===== src/rtl/rv32_mc_control.sv =====
// Multi-cycle RV32I control FSM: fetch/decode/execute/memory/writeback sequencing with sticky trap.
// Optional retired-instruction counter enabled by defining RV32_CTRL_RETIRE_CNT_EN.
//
// state  | meaning
// FETCH  | request instruction, latch IR and PC+4 on ready
// DECODE | classify instruction (illegal -> TRAP, NOP -> FETCH)
// EXEC   | ALU operation, branches and jumps resolve here
// MEM    | data access for load/store
// WB     | register file write (ALU result or load data)
// TRAP   | terminal until reset
module rv32_mc_control #(
    parameter int unsigned MAX_WAIT = 0,
    parameter int unsigned WAIT_W   = 8
) (
    input  logic        clk_i,
    input  logic        rst_i,
    input  logic [2:0]  dec_type_i,
    input  logic [6:0]  dec_opcode_i,
    input  logic        branch_taken_i,
    output logic        imem_req_o,
    input  logic        imem_ready_i,
    output logic        dmem_req_o,
    output logic        dmem_we_o,
    input  logic        dmem_ready_i,
    output logic        ir_we_o,
    output logic        pc_we_o,
    output logic [1:0]  pc_sel_o,
    output logic [1:0]  alu_a_sel_o,
    output logic        alu_b_sel_o,
    output logic        rf_we_o,
    output logic [1:0]  wb_sel_o,
    output logic [2:0]  state_o,
    output logic        trap_o,
    output logic [1:0]  trap_cause_o
`ifdef RV32_CTRL_RETIRE_CNT_EN
    ,
    output logic [63:0] retired_o
`endif
);

    typedef enum logic [2:0] {
        S_FETCH  = 3'd0,
        S_DECODE = 3'd1,
        S_EXEC   = 3'd2,
        S_MEM    = 3'd3,
        S_WB     = 3'd4,
        S_TRAP   = 3'd5
    } state_t;

    localparam logic [2:0] T_ILL = 3'd0, T_R = 3'd1, T_S = 3'd4, T_B = 3'd5, T_J = 3'd6, T_NOP = 3'd7;
    localparam logic [6:0] OP_LOAD = 7'b0000011, OP_JALR = 7'b1100111,
                           OP_LUI = 7'b0110111, OP_AUIPC = 7'b0010111;

    state_t              state_q, state_d;
    logic [WAIT_W-1:0]   wait_q, wait_inc;
    logic                trap_q;
    logic [1:0]          cause_q, cause_d;
    logic                is_load, is_store, is_jalr, waiting, wait_hit;

    assign is_load  = (dec_opcode_i == OP_LOAD);
    assign is_store = (dec_type_i == T_S);
    assign is_jalr  = (dec_opcode_i == OP_JALR);
    assign wait_inc = wait_q + WAIT_W'(1);
    assign waiting  = (state_q == S_FETCH && !imem_ready_i) || (state_q == S_MEM && !dmem_ready_i);
    // Limit is hit when this unanswered cycle would bring the count up to MAX_WAIT.
    assign wait_hit = (MAX_WAIT != 0) && (wait_inc == WAIT_W'(MAX_WAIT));

    always_comb begin
        state_d     = state_q;
        cause_d     = 2'd0;
        imem_req_o  = 1'b0;
        dmem_req_o  = 1'b0;
        dmem_we_o   = 1'b0;
        ir_we_o     = 1'b0;
        pc_we_o     = 1'b0;
        pc_sel_o    = 2'd0;
        rf_we_o     = 1'b0;
        wb_sel_o    = 2'd0;
        alu_b_sel_o = (dec_type_i != T_R) && (dec_type_i != T_B);
        alu_a_sel_o = (dec_opcode_i == OP_LUI)   ? 2'd1 :
                      (dec_opcode_i == OP_AUIPC) ? 2'd2 : 2'd0;
        case (state_q)
            S_FETCH: begin
                imem_req_o = 1'b1;
                if (imem_ready_i) begin
                    ir_we_o = 1'b1;
                    pc_we_o = 1'b1;
                    state_d = S_DECODE;
                end else if (wait_hit) begin
                    state_d = S_TRAP;
                    cause_d = 2'd2;
                end
            end
            S_DECODE: begin
                if (dec_type_i == T_ILL) begin
                    state_d = S_TRAP;
                    cause_d = 2'd1;
                end else if (dec_type_i == T_NOP) begin
                    state_d = S_FETCH;
                end else begin
                    state_d = S_EXEC;
                end
            end
            S_EXEC: begin
                // PC already holds PC+4 here, so the link value is the current PC.
                if (is_jalr) begin
                    rf_we_o  = 1'b1;
                    wb_sel_o = 2'd2;
                    pc_we_o  = 1'b1;
                    pc_sel_o = 2'd2;
                    state_d  = S_FETCH;
                end else if (dec_type_i == T_J) begin
                    rf_we_o  = 1'b1;
                    wb_sel_o = 2'd2;
                    pc_we_o  = 1'b1;
                    pc_sel_o = 2'd1;
                    state_d  = S_FETCH;
                end else if (dec_type_i == T_B) begin
                    pc_we_o  = branch_taken_i;
                    pc_sel_o = 2'd1;
                    state_d  = S_FETCH;
                end else if (is_load || is_store) begin
                    state_d  = S_MEM;
                end else begin
                    state_d  = S_WB;
                end
            end
            S_MEM: begin
                dmem_req_o = 1'b1;
                dmem_we_o  = is_store;
                if (dmem_ready_i) begin
                    state_d = is_store ? S_FETCH : S_WB;
                end else if (wait_hit) begin
                    state_d = S_TRAP;
                    cause_d = 2'd2;
                end
            end
            S_WB: begin
                rf_we_o  = 1'b1;
                wb_sel_o = is_load ? 2'd1 : 2'd0;
                state_d  = S_FETCH;
            end
            default: state_d = S_TRAP;
        endcase
        if (rst_i) begin
            imem_req_o = 1'b0;
            dmem_req_o = 1'b0;
            ir_we_o    = 1'b0;
            pc_we_o    = 1'b0;
            rf_we_o    = 1'b0;
        end
    end

    always_ff @(posedge clk_i) begin
        if (rst_i) begin
            state_q <= S_FETCH;
            wait_q  <= '0;
            trap_q  <= 1'b0;
            cause_q <= 2'd0;
        end else begin
            state_q <= state_d;
            if (state_d == S_TRAP && state_q != S_TRAP) begin
                trap_q  <= 1'b1;
                cause_q <= cause_d;
            end
            if (state_d != state_q && (state_d == S_FETCH || state_d == S_MEM))
                wait_q <= '0;
            else if (waiting)
                wait_q <= wait_inc;
        end
    end

`ifdef RV32_CTRL_RETIRE_CNT_EN
    logic [63:0] retired_q;
    always_ff @(posedge clk_i) begin
        if (rst_i)
            retired_q <= '0;
        else if (state_d == S_FETCH &&
                 (state_q == S_DECODE || state_q == S_EXEC || state_q == S_MEM || state_q == S_WB))
            retired_q <= retired_q + 64'd1;
    end
    assign retired_o = retired_q;
`endif

    assign state_o      = state_q;
    assign trap_o       = trap_q;
    assign trap_cause_o = cause_q;

endmodule


===== config.mk =====
export PLATFORM = sky130hd
export DESIGN_NAME = rv32_mc_control
export DESIGN_NICKNAME = d
export VERILOG_FILES = /design/src/rtl/rv32_mc_control.sv
export SDC_FILE = /design/constraint.sdc
export NUM_CORES = 1
export LEC_CHECK = 0
export BUFFER_PORTS_ARGS = -buffer_cell sky130_fd_sc_hd__buf_2
export CAP_MARGIN = 30
export CORE_AREA = 2 2 39 41
export DETAILED_ROUTE_END_ITERATION = 12
export DIE_AREA = 0 0 41 43
export PLACE_DENSITY = 0.85
export REMOVE_ABC_BUFFERS = 1
export SKIP_LAST_GASP = 1
export SYNTH_ARGS = -nofsm -noshare
export SYNTH_HDL_FRONTEND = slang
export SYNTH_SLANG_ARGS = --single-unit
export TNS_END_PERCENT = 30

===== constraint.sdc =====
create_clock -name clk_i -period 2.1 [get_ports clk_i]
set_input_delay 0.42 -clock clk_i [delete_from_list [all_inputs] [get_ports clk_i]]
set_output_delay 0.42 -clock clk_i [all_outputs]
set_load 0.005 [all_outputs]

==> impl_metrics.tcl <==
set metrics [dict create \
    status "finished clean" \
    layout.cells.most_common_list "buf_2 (32), nor2_1 (10), nand2_1 (6)" \
    synth-compound-area-share 0.263 \
    top_usage_layer "met2" \
    crit_buf_inv 2 \
    regArea_um2 101 \
    crit_type "input port to output pin" \
    pin_count 34 \
    rsz0062_at_grt "no" \
    p_per_area_mw_per_mm2 458 \
    synth-seq-cells 5 \
    setup_viol 0 \
    power.leakage_nw 0.347 \
    vias 696 \
    path_max_fanout 3 \
    arrival_ns 1.60 \
    crit_cells 6 \
    synth-edff-count 0 \
    reg2reg_depth 4 \
    ys_warn_count 0 \
    synth_xor_area_frac 0.0159 \
    cp_top_family "simple AND/OR/NAND/NOR gates" \
    drc 0 \
    cts.htree.levels 1 \
    die_width_um 41 \
    cts_sinks 5 \
    coreArea_mm2 0.00138 \
    multiInputGateArea_um2 403 \
    critPathLaunchType "input port" \
    nets 130 \
    path_clk_slew_ns 0.04 \
    grt_start_max_net_pins 11 \
    wl_per_cell_um 10.9 \
    max-cap-violations 0 \
    ys_types 36 \
    clkLatencyLatePin_ns 0.24 \
    synth_top_family_by_area "simple AND/OR/NAND/NOR gates" \
    cts-buffers-inserted 3 \
    post_cts_buffers 0 \
    cp.required_ns 1.68 \
    cp_cell_sequence "buf_2 -> nand4b_1 -> or3_4 -> a21o_1 -> a21oi_1 -> buf_2" \
    timing.fmax_mhz 496 \
    nFillCells 141 \
    hold_violations 0 \
    hold_path.class "input port to flop" \
    dp_hpwl_mm 1.16 \
    layout_commonest_cell "buf_2" \
    syn_avg_cell_area_um2 6.73 \
    fp-row-count 14 \
    drv_slew 0 \
    met2_usage 0.309 \
    irDropWorstVdd_v 0.000297 \
    design.die.area_mm2 0.00176 \
    clockRootBuffer "clkbuf_4" \
    ant_nets 0 \
    drt-total-wl_mm 1.42 \
    yosys_most_used_dff "dfxtp_1" \
    area_delta_synth_final_pct 34.2 \
    grt_pass1_vias 605 \
    diodes 0 \
    fin_worst_skew_ns 0.00161 \
    crit_top_cell "buf_2" \
    cts_tree "done" \
    seq_area_frac_synth 0.181 \
    hold_slack_ns 0.474 \
    holdPathStages 2 \
    die_h_um 43 \
    endpoint_kind "output pin" \
    ctsHoldBuffers 0 \
    grt-ovfl-total 0 \
    cts_buffer_depth 2 \
    synthCells 82 \
    synthArstFlopShare 0 \
    yosys.area_share.adder 0 \
    cpPeakStageDelay_ns 0.40 \
    grt_pass1_wl_mm 2.20 \
    period_needed_ns 2.02 \
    muxShareOfSynthArea 0 \
    gr-usage-met3 0.0262 \
    drt-pass1-iter-count 4 \
    syn_area_um2 552 \
    drive_gt1_frac 0.360 \
    post-route-period-util 0.960 \
    use_met1 0.190 \
    drt_iter0_markers 11 \
    antenna_found_initial 0 \
    port_buffers 32 \
    start_util 0.399 \
    track_usage 0.179 \
    drt-vias-per-instance 5.35 \
    globalplace.congestion 0.822 \
    setup_tns_ns 0 \
    synthSimpleGateAreaFrac 0.435 \
    crit_slowest_cell "or3_4" \
]
==> sequential cells by signal (all words and copies together) (netlist names) <==
signal	flops
trap_o	1
trap_cause_o	1
state_o	3
==> metrics by stage <==
step	std cells	setup WS, ns	utilization	area, µm²	power, mW
after floorplan	76	0.375	-	513	0.175
after global placement	126	0.144	0.512	708	0.226
after detailed placement	126	0.0952	0.512	708	0.229
after CTS	130	0.0894	0.531	734	0.342
after global routing	130	0.00193	0.535	741	0.365
final	130	0.0835	0.535	741	0.340
==> area by class of cell <==
class,instances,share of cell area
Clock buffer,4,0.0355
Inverter,4,0.0203
Multi-Input combinational cell,67,0.544
Sequential cell,5,0.137
Tap cell,16,0.0270
Timing Repair Buffer,34,0.236
==> worst paths after layout <==
path / startpoint / end / slack [ns]
min reg2reg: trap_cause_o[0] / trap_cause_o[0] / 0.51
max reg2reg: state_o[0] / trap_o / 0.71
max: dec_opcode_i[3] / pc_we_o / 0.08
min: rst_i / state_o[0] / 0.47
==> repair_timing <==
item,CTS,global route
endpoints found under the hold margin,0,0
resized for setup,0,2
setup endpoints to repair,0,2
==> worst register-to-register path, cell delays in order (launching register included) <==
cell	delay [ns]
dfxtp_1	0.38
or3b_1	0.45
nor2_1	0.18
nand3_1	0.09
a32oi_1	0.20
==> where the power goes <==
group	switching (mW)	internal (mW)
Sequential	0.0109	0.103
Combinational	0.0618	0.0532
Clock	0.0393	0.0718
==> cells by family (layout without fill, tap and decap cells) <==
logic type	count (synthesis)	after routing
DFF	5	5
buffers and inverters	10	42
other	1	1
AOI/OAI and AO/OA	21	21
xor gates and xnor gates	1	1
and+or+nand+nor	44	44
==> per-layer routing <==
layer | vias to the layer above | wire [µm]
met5 | - | 0
met4 | 0 | 27
met3 | 3 | 137
met2 | 35 | 634
met1 | 298 | 623
li1 | 360 | -
==> cell usage after synthesis, types with 2 or more instances <==
cell type,n,area (µm²)
nand2b_1,2,12.5
a21boi_0,2,15.0
or3_1,3,18.8
buf_4,2,15.0
nor4_1,3,18.8
a21oi_1,5,25.0
clkbuf_1,2,7.51
nand3_1,4,20.0
nand2_1,6,22.5
nor3_1,3,15.0
dfxtp_1,5,100
a22oi_1,2,15.0
inv_1,4,15.0
nor2_1,10,37.5
nor3b_1,2,15.0
nand3b_1,3,22.5
a21o_1,2,15.0
o21ai_0,3,15.0
or3b_1,2,17.5
(Power assumes the default switching activity.)
